### config.mk
export PLATFORM = sky130hd
export DESIGN_NAME = shift_out_8b
export DESIGN_NICKNAME = d
export VERILOG_FILES = /design/src/rtl/shift_out_8b_pkg.sv /design/src/rtl/shift_out_8b_bit_counter.sv /design/src/rtl/shift_out_8b.sv
export SDC_FILE = /design/constraint.sdc
export NUM_CORES = 1
export LEC_CHECK = 0
export BUFFER_PORTS_ARGS = -buffer_cell sky130_fd_sc_hd__buf_2
export CAP_MARGIN = 15
export CORE_MARGIN = 3
export CORE_UTILIZATION = 35
export CTS_CLUSTER_SIZE = 40
export DETAILED_ROUTE_END_ITERATION = 12
export GPL_TIMING_DRIVEN = 1
export HOLD_SLACK_MARGIN = 0.06
export PLACE_DENSITY = 0.66
export SYNTH_ARGS = -nofsm -noshare
export SYNTH_HDL_FRONTEND = slang
export SYNTH_SLANG_ARGS = --single-unit
### constraint.sdc
create_clock -name clk -period 1.5 [get_ports clk]
set_input_delay 0.15 -clock clk [delete_from_list [all_inputs] [get_ports clk]]
set_output_delay 0.15 -clock clk [all_outputs]
set_load 0.05 [all_outputs]
### src/rtl/shift_out_8b_pkg.sv
// Shared definitions for the shift_out_8b parallel-in/serial-out stage:
// FSM state encodings, default word width and the shift-length helper.
package shift_out_8b_pkg;

  localparam int SO_DEFAULT_WIDTH = 8;

  typedef enum logic [1:0] {
    SO_IDLE  = 2'd0,
    SO_SHIFT = 2'd1,
    SO_DONE  = 2'd2
  } so_state_t;

  // Number of serial bits per word: the data bits plus an optional parity bit.
  function automatic int so_nbits(input int width, input bit parity_en);
    return parity_en ? (width + 1) : width;
  endfunction

endpackage

### src/rtl/shift_out_8b_bit_counter.sv
// Synchronous up-counter with clear and enable, flagging the terminal count
// when the running value equals i_last.
module shift_out_8b_bit_counter #(
  parameter int CNT_W = 4
) (
  input  logic             clk,
  input  logic             reset,
  input  logic             i_clr,
  input  logic             i_en,
  input  logic [CNT_W-1:0] i_last,
  output logic             o_tc
);

  logic [CNT_W-1:0] r_count;

  always_ff @(posedge clk) begin
    if (reset || i_clr) begin
      r_count <= '0;
    end else if (i_en) begin
      r_count <= r_count + CNT_W'(1);
    end
  end

  assign o_tc = (r_count == i_last);

endmodule

### src/rtl/shift_out_8b.sv
// Parallel-in/serial-out shifter: captures D on load_valid && load_ready and
// serialises it with sout_valid, then pulses done. Define SHIFT_OUT_PARITY_EN
// to append an even-parity bit after the data bits.
module shift_out_8b
  import shift_out_8b_pkg::*;
#(
  parameter int WIDTH     = SO_DEFAULT_WIDTH,
  parameter bit LSB_FIRST = 1'b1
) (
  input  logic             clk,
  input  logic             reset,
  input  logic [WIDTH-1:0] D,
  input  logic             load_valid,
  output logic             load_ready,
  output logic             sout,
  output logic             sout_valid,
  output logic             busy,
  output logic             done
);

`ifdef SHIFT_OUT_PARITY_EN
  localparam bit PAR_EN = 1'b1;
`else
  localparam bit PAR_EN = 1'b0;
`endif

  localparam int NBITS = so_nbits(WIDTH, PAR_EN);
  localparam int CNT_W = $clog2(NBITS + 1);

  so_state_t        r_state;
  logic [NBITS-1:0] r_shreg;
  logic             r_busy;
  logic             r_done;
  logic             w_load;
  logic             w_tc;
  logic             w_out_bit;

  // The parity bit lives at the far end of the shift register, so it leaves
  // the output tap right after the last data bit with no extra muxing.
  function automatic logic [NBITS-1:0] load_word(input logic [WIDTH-1:0] d);
`ifdef SHIFT_OUT_PARITY_EN
    if (LSB_FIRST) begin
      return {^d, d};
    end
    return {d, ^d};
`else
    return d;
`endif
  endfunction

  function automatic logic [NBITS-1:0] shift_word(input logic [NBITS-1:0] s);
    if (LSB_FIRST) begin
      return {1'b0, s[NBITS-1:1]};
    end
    return {s[NBITS-2:0], 1'b0};
  endfunction

  assign w_load = (r_state == SO_IDLE) && load_valid;

  shift_out_8b_bit_counter #(
    .CNT_W (CNT_W)
  ) u_bit_counter (
    .clk    (clk),
    .reset  (reset),
    .i_clr  (w_load),
    .i_en   (r_state == SO_SHIFT),
    .i_last (CNT_W'(NBITS - 1)),
    .o_tc   (w_tc)
  );

  always_ff @(posedge clk) begin
    if (reset) begin
      r_state <= SO_IDLE;
      r_shreg <= '0;
      r_busy  <= 1'b0;
      r_done  <= 1'b0;
    end else begin
      case (r_state)
        SO_IDLE: begin
          if (load_valid) begin
            r_shreg <= load_word(D);
            r_busy  <= 1'b1;
            r_state <= SO_SHIFT;
          end
        end
        SO_SHIFT: begin
          r_shreg <= shift_word(r_shreg);
          if (w_tc) begin
            r_busy  <= 1'b0;
            r_done  <= 1'b1;
            r_state <= SO_DONE;
          end
        end
        SO_DONE: begin
          r_done  <= 1'b0;
          r_state <= SO_IDLE;
        end
        default: begin
          r_busy  <= 1'b0;
          r_done  <= 1'b0;
          r_state <= SO_IDLE;
        end
      endcase
    end
  end

  assign w_out_bit  = LSB_FIRST ? r_shreg[0] : r_shreg[NBITS-1];
  assign sout_valid = (r_state == SO_SHIFT);
  assign sout       = sout_valid & w_out_bit;
  assign load_ready = (r_state == SO_IDLE);
  assign busy       = r_busy;
  assign done       = r_done;

endmodule

==> impl_metrics.tcl, run 1 <==
set metrics [dict create \
    cp.required_ns 1.35 \
    syn_area_sq_um 764 \
    critPathCaptureType "output pin" \
    power_leakage_nw 0.383 \
    cts_sinks 16 \
    clkLatencyLatePin_ns 0.29 \
    min_period_ns 1.40 \
    synthArstFlopShare 0 \
    grt_pass1_wl_microns 2670 \
    start_util 0.378 \
    hpwlAfterDp_microns 1100 \
    met2_usage 0.209 \
    synth_cells 87 \
    critPathArrivalTime_ns 1.25 \
    worst_pin_slew_ns 0.437 \
    synth.top_cells.by_area "dfxtp_1 (42%), a211oi_2 (8.2%), a21oi_1 (6.5%), nand2_1 (5.4%), nor2_1 (5.4%)" \
    grt_remaining_overflow 0 \
    hold_buffers 0 \
    finalClockSkew_ns 0.00317 \
    port_buffers 15 \
    htree_levels 1 \
    area_growth_pct 19.6 \
    worst_path_max_delay_cell "dfxtp_1" \
    drc 0 \
    synth.net_count 99 \
    clk_pin_slew_ns 0.10 \
    worstRegToRegCells 3 \
    setup_viol 0 \
    use_met3 0.0256 \
    cts_made_buffers 3 \
    avgViaCountPerCell 4.98 \
    path_class "register to output pin" \
    firstDrtPassIters 4 \
    tritoncts "built" \
    synth_top_area_frac 0.419 \
    die_h_microns 52.7 \
    critical_path.top_delay_family "flip-flops" \
    max_stage_delay_ns 0.45 \
    grt_max_degree 17 \
    top_usage_layer "met2" \
    path_buf_inv 2 \
    hold_violations 0 \
    routed_wl_microns 1590 \
    dpl_cell_area_sq_um 853 \
    synthFlopType "dfxtp_1" \
    seq_area_sq_um 320 \
    worstPathCellList "nand2b_4 > inv_2 > and2_1 > buf_4" \
    diodes 0 \
    status "finished, final reports clean" \
    core_area_sq_um 2020 \
    timing.max_cap.violations 0 \
    synth_cell_types 30 \
    powerDensity_nw_per_um2 1000 \
    grt_pass1_vias 601 \
    drive_gt1_frac 0.314 \
    nNetsFinal 118 \
    rsz0062_at_grt "no" \
    grt_util_all_layers 0.130 \
    multiInputGateArea_sq_um 405 \
    fin_setup_tns_ns 0 \
    cp.depth 4 \
    stdcell_area_sq_um 915 \
    syn_area_per_cell_sq_um 8.79 \
    hold_depth 3 \
    vias 658 \
    fmax_mhz 714 \
    ir_drop_mv 0.350 \
    ys_seq_area_frac 0.419 \
    antenna_found_initial 0 \
    antenna_left 0 \
    drtIter0Drc 10 \
    synth.yosys.warnings 0 \
    route.detailed.wl_per_inst_microns 12.0 \
    max-clock-path-buffers 2 \
    fp.dieArea_sq_um 2780 \
    maxSlewHeadroom 0.701 \
    place_congestion 0.731 \
    die_w_microns 52.7 \
    gr-usage-met1 0.159 \
    finalCritPeriodShare 0.933 \
    synth.largest_area_cell "dfxtp_1" \
    rows 16 \
    critPathMaxFanout 6 \
    critPathLaunchType "register" \
    root_buffer "clkbuf_4" \
    synth-edff-count 0 \
    hp-class "primary input to register" \
    fill_cells 208 \
    synth-seq-cells 16 \
    ios 16 \
    drv_slew 0 \
]
==> cell families after synthesis <==
group / synth area share
adder cells (fa/ha/maj): 0.0164
AO/OA/AOI/OAI: 0.270
buffers and inverters: 0.0605
AND/OR/NAND/NOR: 0.234
flip-flops: 0.419
==> per-stage QoR <==
step | util | setup WS [ns] | cells | hold slack [ns] | power [mW]
2_1_floorplan | - | 0.0728 | 87 | 0.215 | 0.592
3_5_place_dp | 0.422 | 0.101 | 126 | 0.420 | 0.628
6_report | 0.452 | 0.100 | 132 | 0.0992 | 0.915
3_3_place_gp | 0.422 | 0.240 | 126 | 0.414 | 0.624
5_1_grt | 0.452 | 0.000512 | 132 | 0.0911 | 0.965
4_1_cts | 0.449 | 0.0399 | 132 | 0.0991 | 0.921
==> layout by cell type (no fill, tap or decap) <==
cell type  netlist  routed
o21ai_0          1       1
a31oi_1          1       1
buf_2            1      14
inv_2            1       1
o21bai_1         1       1
nand3_1          2       2
a2111oi_0        1       1
dfxtp_1         16      16
a21o_1           1       1
and3b_1          1       1
ha_1             1       1
buf_4            3       6
a22oi_1          1       1
nor2b_1          2       2
nand2b_1         2       1
and2_1           1       1
nor3_1           2       2
nor3b_1          1       1
o21bai_2         1       1
a311oi_2         1       1
nand2b_4         0       1
nand3b_1         3       3
a21oi_1         10      10
or3_1            1       1
nor2_1          11      11
clkbuf_8         0       1
o21ba_1          1       1
a211oi_2         5       5
clkbuf_4         0       3
nand2_1         11      11
a211oi_1         2       2
==> path summary, 6_finish.rpt <==
check / startpoint / to / slack, ns
worst max-delay path: r_state[0] / sout / 0.10
worst min-delay path: D[5] / r_shreg[5] / 0.1
worst max register to register: u_bit_counter.r_count[0] / r_state[0] / 0.11
worst min register to register: r_shreg[7] / r_shreg[7] / 0.49
==> synthesized netlist by cell type (2+ instances only) <==
cell type,count
a211oi_1,2
a211oi_2,5
a21oi_1,10
buf_4,3
dfxtp_1,16
nand2_1,11
nand2b_1,2
nand3_1,2
nand3b_1,3
nor2_1,11
nor2b_1,2
nor3_1,2
==> state kept, by name (all words and copies together), names as in the netlist <==
name                   cells
done                       1
r_state                    2
busy                       1
u_bit_counter.r_count      4
r_shreg                    8
==> worst reg2reg max path: cells and delay by family, from the launching register on <==
family | cells | cell delay, ns
adder cells (fa/ha/maj) | 1 | 0.25
AO/OA/AOI/OAI | 1 | 0.47
AND/OR/NAND/NOR | 1 | 0.19
flip-flops | 1 | 0.35
==> timing repair <==
action	in CTS	in global routing
resized for setup	1	1
buffers inserted	2	0
setup endpoints to repair	2	2
==> power by group <==
group          leakage (nW)  total [mW]  internal, mW  switching, mW
combinational         0.230       0.157        0.0620         0.0946
sequential            0.132       0.468         0.450         0.0175
clock                0.0210       0.290         0.148          0.142
total                 0.383       0.915         0.660          0.255
==> layout make-up <==
| cell class | instances | share of cell area |
|---|---|---|
| inverter | 1 | 0.00410 |
| clock buffer | 4 | 0.0397 |
| tap | 27 | 0.0369 |
| timing repair buffer | 20 | 0.126 |
| multi-input combinational | 64 | 0.443 |
| sequential | 16 | 0.350 |
==> per-layer routing <==
layer | wire length [microns] | part of all wire
met3 | 31 | 0.020
met1 | 762 | 0.48
met4 | 42 | 0.026
met2 | 748 | 0.47
met5 | 0 | 0
Note: power is estimated with default switching activity, not from simulation.
==> run 2, diff against run 1 <==
--- a/config.mk
+++ b/config.mk
@@ -13,7 +13,7 @@
 export DETAILED_ROUTE_END_ITERATION = 12
 export GPL_TIMING_DRIVEN = 1
 export HOLD_SLACK_MARGIN = 0.06
-export PLACE_DENSITY = 0.66
+export PLACE_DENSITY = 0.58
 export SYNTH_ARGS = -nofsm -noshare
 export SYNTH_HDL_FRONTEND = slang
 export SYNTH_SLANG_ARGS = --single-unit
==> constraint.sdc (replaced) <==
create_clock -name clk -period 1.65 [get_ports clk]
set_input_delay 0.165 -clock clk [delete_from_list [all_inputs] [get_ports clk]]
set_output_delay 0.165 -clock clk [all_outputs]
set_load 0.05 [all_outputs]
==> run 2 against run 1 <==
Against the previous run:
- clock power is 30% lower
- largest power group unchanged
- combinational power is 12% lower
- critical endpoint unchanged
- sequential power is 9.2% lower
- hold slack better by 0.016 ns
- design area is 4.1% lower
- sequential cell count stayed put
- clock-buffer cell count is 1 lower
- register-to-register slack better by 0.29 ns
- non-clock buffer count is 3 lower
- die area stayed put
- total power is 16% lower
==> impl_metrics.tcl, run 2 (synthesis gave the netlist of run 1 again) <==
set metrics [dict create \
    status "finished, final reports clean" \
    diodes 0 \
    area_growth_pct 14.7 \
    fin_setup_tns_ns 0 \
    hp-start "D[5]" \
    largest_reg_flops 8 \
    hpwlAfterDp_microns 1060 \
    pwr-share-seq 0.556 \
    finalCritPeriodShare 0.927 \
    ir_drop_mv 0.418 \
    critPathMaxFanout 11 \
    top_register "r_shreg" \
    antenna_found_initial 0 \
    seq_area_sq_um 322 \
    antenna_left 0 \
    maxSlewHeadroom 0.746 \
    timing.max_cap.violations 0 \
    fp.dieArea_sq_um 2780 \
    grt_pass1_wl_microns 2630 \
    grt_util_all_layers 0.128 \
    fill_cells 208 \
    finalClockSkew_ns 0.00758 \
    powerDensity_nw_per_um2 872 \
    max_stage_delay_ns 0.38 \
    rows 16 \
    rsz0062_at_grt "no" \
    r2r-start "r_state[0]" \
    drtIter0Drc 21 \
    path_class "register to output pin" \
    max-clock-path-buffers 2 \
    min_period_ns 1.53 \
    nNetsFinal 115 \
    final_cells 128 \
    mostFrequentLayoutCell "dfxtp_1" \
    multiInputGateArea_sq_um 400 \
    die_h_microns 52.7 \
    switching_power_mw 0.219 \
    dpl_worst_slack_ns 0.246 \
    core_area_sq_um 2020 \
    worst-r2r-setup-slack_ns 0.40 \
    htree_levels 1 \
    place_congestion 0.744 \
    gr-usage-met1 0.148 \
    hold_violations 0 \
    avgViaCountPerCell 5.04 \
    ios 16 \
    route.detailed.wl_per_inst_microns 11.7 \
    critPathLaunchType "register" \
    port_buffers 15 \
    critical_path.top_delay_family "flip-flops" \
    routed_wl_microns 1500 \
    worstRegToRegCells 3 \
    swShare 0.286 \
    fin_util 0.434 \
    tritoncts "built" \
    top_usage_layer "met2" \
    grt_remaining_overflow 0 \
    grt_pass1_vias 616 \
    clk_pin_slew_ns 0.09 \
    final_cell_mix "dfxtp_1 (15), buf_2 (14), nor2_1 (11), nand2_1 (11), a21oi_1 (10)" \
    internal_power_mw 0.546 \
    drc 0 \
    start_util 0.378 \
    dpl.cell_count 125 \
    p_clk_frac 0.264 \
    drive_gt1_frac 0.297 \
    hold_depth 3 \
    die_w_microns 52.7 \
    worstPathCellList "nand2b_2 > inv_4 > and2_1 > buf_4" \
    worst_path_max_delay_cell "dfxtp_2" \
    fin_ws_ns 0.121 \
    hp-class "primary input to register" \
    clkLatencyLatePin_ns 0.28 \
    root_buffer "clkbuf_4" \
    min_to "r_shreg[5]" \
    worst_pin_slew_ns 0.382 \
    critPathCaptureType "output pin" \
    power_leakage_nw 0.360 \
    critPathArrivalTime_ns 1.36 \
    p_comb_frac 0.180 \
    cp.required_ns 1.48 \
    timing.rr.end "r_shreg[4]" \
    grt_max_degree 17 \
    fmax_mhz 654 \
    top_regs "r_shreg x8, u_bit_counter.r_count x4, r_state x2" \
    drv_slew 0 \
    path_buf_inv 2 \
    setup_viol 0 \
    use_met3 0.0627 \
    met2_usage 0.205 \
    cts_made_buffers 3 \
    firstDrtPassIters 4 \
    cts_sinks 16 \
    vias 645 \
]
[run 2: changes by cell type in the layout (fill, tap and decap cells not counted), sizes merged]
| cell | change |
|---|---|
| clkbuf | -1 |
| buf | -3 |
[run 2: power groups by stage]
| stage | Combinational (mW) | Clock, mW | Sequential [mW] |
|---|---|---|---|
| global route | 0.152 | 0.228 | 0.429 |
| global placement | 0.136 | 0 | 0.434 |
| floorplan | 0.102 | 0 | 0.437 |
| detailed placement | 0.137 | 0 | 0.434 |
| finish | 0.138 | 0.202 | 0.425 |
| CTS | 0.139 | 0.208 | 0.425 |
[run 2: what timing repair did]
action	in CTS	in global routing
setup endpoints to repair	1	1
setup buffers	0	0
gates resized for setup	2	2
gates cloned	0	0
hold buffers	0	0
[run 2: metal layers]
layer / part of all wire / vias to the layer above / routed length, microns
li1: - / 334 / -
met1: 0.46 / 300 / 686
met2: 0.49 / 9 / 732
met3: 0.046 / 2 / 69
met4: 0.0080 / 0 / 12
met5: 0 / - / 0
[run 2: how the worst max path moves through the flow]
stage	start	endpoint	slack, ns	cells past startpoint
2_1_floorplan	r_state[1]	sout	0.21	5
3_3_place_gp	r_state[1]	sout	0.28	4
3_5_place_dp	r_state[1]	sout	0.25	4
4_1_cts	r_state[1]	sout	0.04	4
5_1_grt	r_state[1]	sout	0.04	4
6_report	r_state[1]	sout	0.12	4
[run 2: per-stage QoR]
stage / hold slack, ns / instance area [sq um] / total power, mW
floorplan: 0.230 / 764 / 0.539
global placement: 0.418 / 846 / 0.570
detailed placement: 0.419 / 846 / 0.571
CTS: 0.111 / 872 / 0.771
global route: 0.125 / 877 / 0.808
finish: 0.115 / 877 / 0.765
[run 2: tightest hold or removal path, cell delays in order]
cell and delay, ns:
buf_2 0.09, nand2_1 0.05, a211oi_1 0.05
[run 2: cell type report]
cell class	count	share of cell area
clock buffers	3	0.0257
inverters	1	0.00713
multi-input cells	64	0.456
flip-flops and latches	16	0.367
well taps	27	0.0385
repair buffers	17	0.106
==> run 3, diff against run 2 <==
==> constraint.sdc (replaced) <==
create_clock -name clk -period 1.65 [get_ports clk]
set_input_delay 0.495 -clock clk [delete_from_list [all_inputs] [get_ports clk]]
set_output_delay 0.495 -clock clk [all_outputs]
set_load 0.05 [all_outputs]
==> run 3 against run 2 <==
Against the previous run:
- utilization is 3.0 points higher
- clock-buffer cell count is 1 higher
- sequential power hardly changed
- total power is 9.1% higher
- highest routed layer unchanged
- clock skew is 0.00090 ns higher
- critical endpoint unchanged
- clock power is 26% higher
==> impl_metrics.tcl, run 3 (synthesis gave the netlist of run 1 again) <==
set metrics [dict create \
    powerDensity_nw_per_um2 891 \
    min_period_ns 1.61 \
    clk_pin_slew_ns 0.10 \
    critPathArrivalTime_ns 1.12 \
    drtIter0Drc 18 \
    power_leakage_nw 0.390 \
    tritoncts "built" \
    mostFrequentLayoutCell "dfxtp_1" \
    critPathLaunchType "register" \
    place_congestion 0.767 \
    firstDrtPassIters 4 \
    diodes 0 \
    top_register "r_shreg" \
    rows 16 \
    cts_sinks 16 \
    htree_levels 1 \
    die_w_microns 52.7 \
    ir_drop_mv 0.311 \
    critPathCaptureType "output pin" \
    avgViaCountPerCell 5.05 \
    drv_slew 0 \
    path_class "register to output pin" \
    routed_wl_microns 1650 \
    grt_remaining_overflow 0 \
    largest_reg_flops 8 \
    cp.required_ns 1.15 \
    area_growth_pct 22.6 \
    timing.max_cap.violations 0 \
    fin_ws_ns 0.0384 \
    start_util 0.378 \
    finalCritPeriodShare 0.977 \
    fmax_mhz 620 \
    hpwlAfterDp_microns 1120 \
    max_stage_delay_ns 0.32 \
    vias 667 \
    grt_pass1_wl_microns 2750 \
    maxSlewHeadroom 0.733 \
    finalClockSkew_ns 0.00848 \
    final_cells 132 \
    clkLatencyLatePin_ns 0.29 \
    hp-class "primary input to register" \
    max-clock-path-buffers 2 \
    ios 16 \
    die_h_microns 52.7 \
    setup_viol 0 \
    antenna_found_initial 0 \
    status "finished, final reports clean" \
    hold_violations 0 \
    drc 0 \
    critPathMaxFanout 6 \
    nNetsFinal 118 \
    core_area_sq_um 2020 \
    final_cell_mix "dfxtp_1 (15), buf_2 (13), nand2_1 (11)" \
    top_regs "r_shreg x8, u_bit_counter.r_count x4, r_state x2" \
    dpl_worst_slack_ns 0.179 \
    power.total_mw 0.835 \
    dpl.cell_count 127 \
    route.detailed.wl_per_inst_microns 12.5 \
    worst_pin_slew_ns 0.400 \
    port_buffers 15 \
    fp.dieArea_sq_um 2780 \
    root_buffer "clkbuf_4" \
    grt_util_all_layers 0.134 \
    antenna_left 0 \
    grt_pass1_vias 634 \
    worstPathCellList "nand2b_4 > inv_4 > and2_4 > buf_8" \
    worst_path_max_delay_cell "dfxtp_1" \
    fin_util 0.463 \
    worst-r2r-setup-slack_ns 0.27 \
    fill_cells 205 \
    hold_buffers 0 \
    drive_gt1_frac 0.343 \
    grt_max_degree 17 \
    cts_made_buffers 3 \
]
[run 3: cell count changes in the layout (fill, tap and decap cells not counted), sizes merged]
cell	previous run	this run
clkbuf	3	4
buf	17	20
[run 3: path summary, 6_finish.rpt]
| check | startpoint | to | cells after the start |
|---|---|---|---|
| worst max-delay path | r_state[1] | sout | 4 |
| worst min-delay path | D[6] | r_shreg[6] | 3 |
| worst max register to register | r_state[1] | r_shreg[4] | 4 |
| worst min register to register | r_shreg[7] | r_shreg[7] | 2 |
[run 3: metrics by stage]
step / hold WS (ns) / area, sq um / setup TNS (ns)
finish: 0.455 / 937 / 0
floorplan: 0.453 / 766 / 0
detailed placement: 0.481 / 862 / 0
global route: 0.461 / 937 / -0.000507
global placement: 0.477 / 862 / 0
CTS: 0.451 / 917 / -0.0322
[run 3: layout make-up]
cell class / count / area, sq um / area share
well taps: 27 / 33.8 / 0.0360
multi-input cells: 64 / 410 / 0.438
flip-flops and latches: 16 / 322 / 0.343
inverters: 1 / 6.26 / 0.00668
repair buffers: 20 / 129 / 0.138
clock buffers: 4 / 36.3 / 0.0387
[run 3: where the power goes]
part           internal (mW)  switching (mW)  leakage [nW]
registers              0.410          0.0155         0.132
logic                 0.0617          0.0924         0.237
clock network          0.134           0.121        0.0210
[run 3: metal layers]
metal	part of all wire	GRT usage	vias to the layer above
met5	0	0	-
met4	0.0042	0.0511	0
met3	0.040	0.0427	2
met2	0.48	0.225	11
met1	0.48	0.156	309
li1	-	-	345
[run 3: critical path: cells and delay by family, from the launching register on]
kind	cells	cell delay, ns
buffers and inverters	2	0.21
DFF	1	0.32
and+or+nand+nor	2	0.30
[run 3: timing repair]
| item | CTS | global route |
|---|---|---|
| hold endpoints to repair | 0 | 0 |
| setup endpoints to repair | 2 | 3 |
| resized for setup | 4 | 7 |
| buffers inserted | 1 | 0 |
| pin swaps | 0 | 0 |
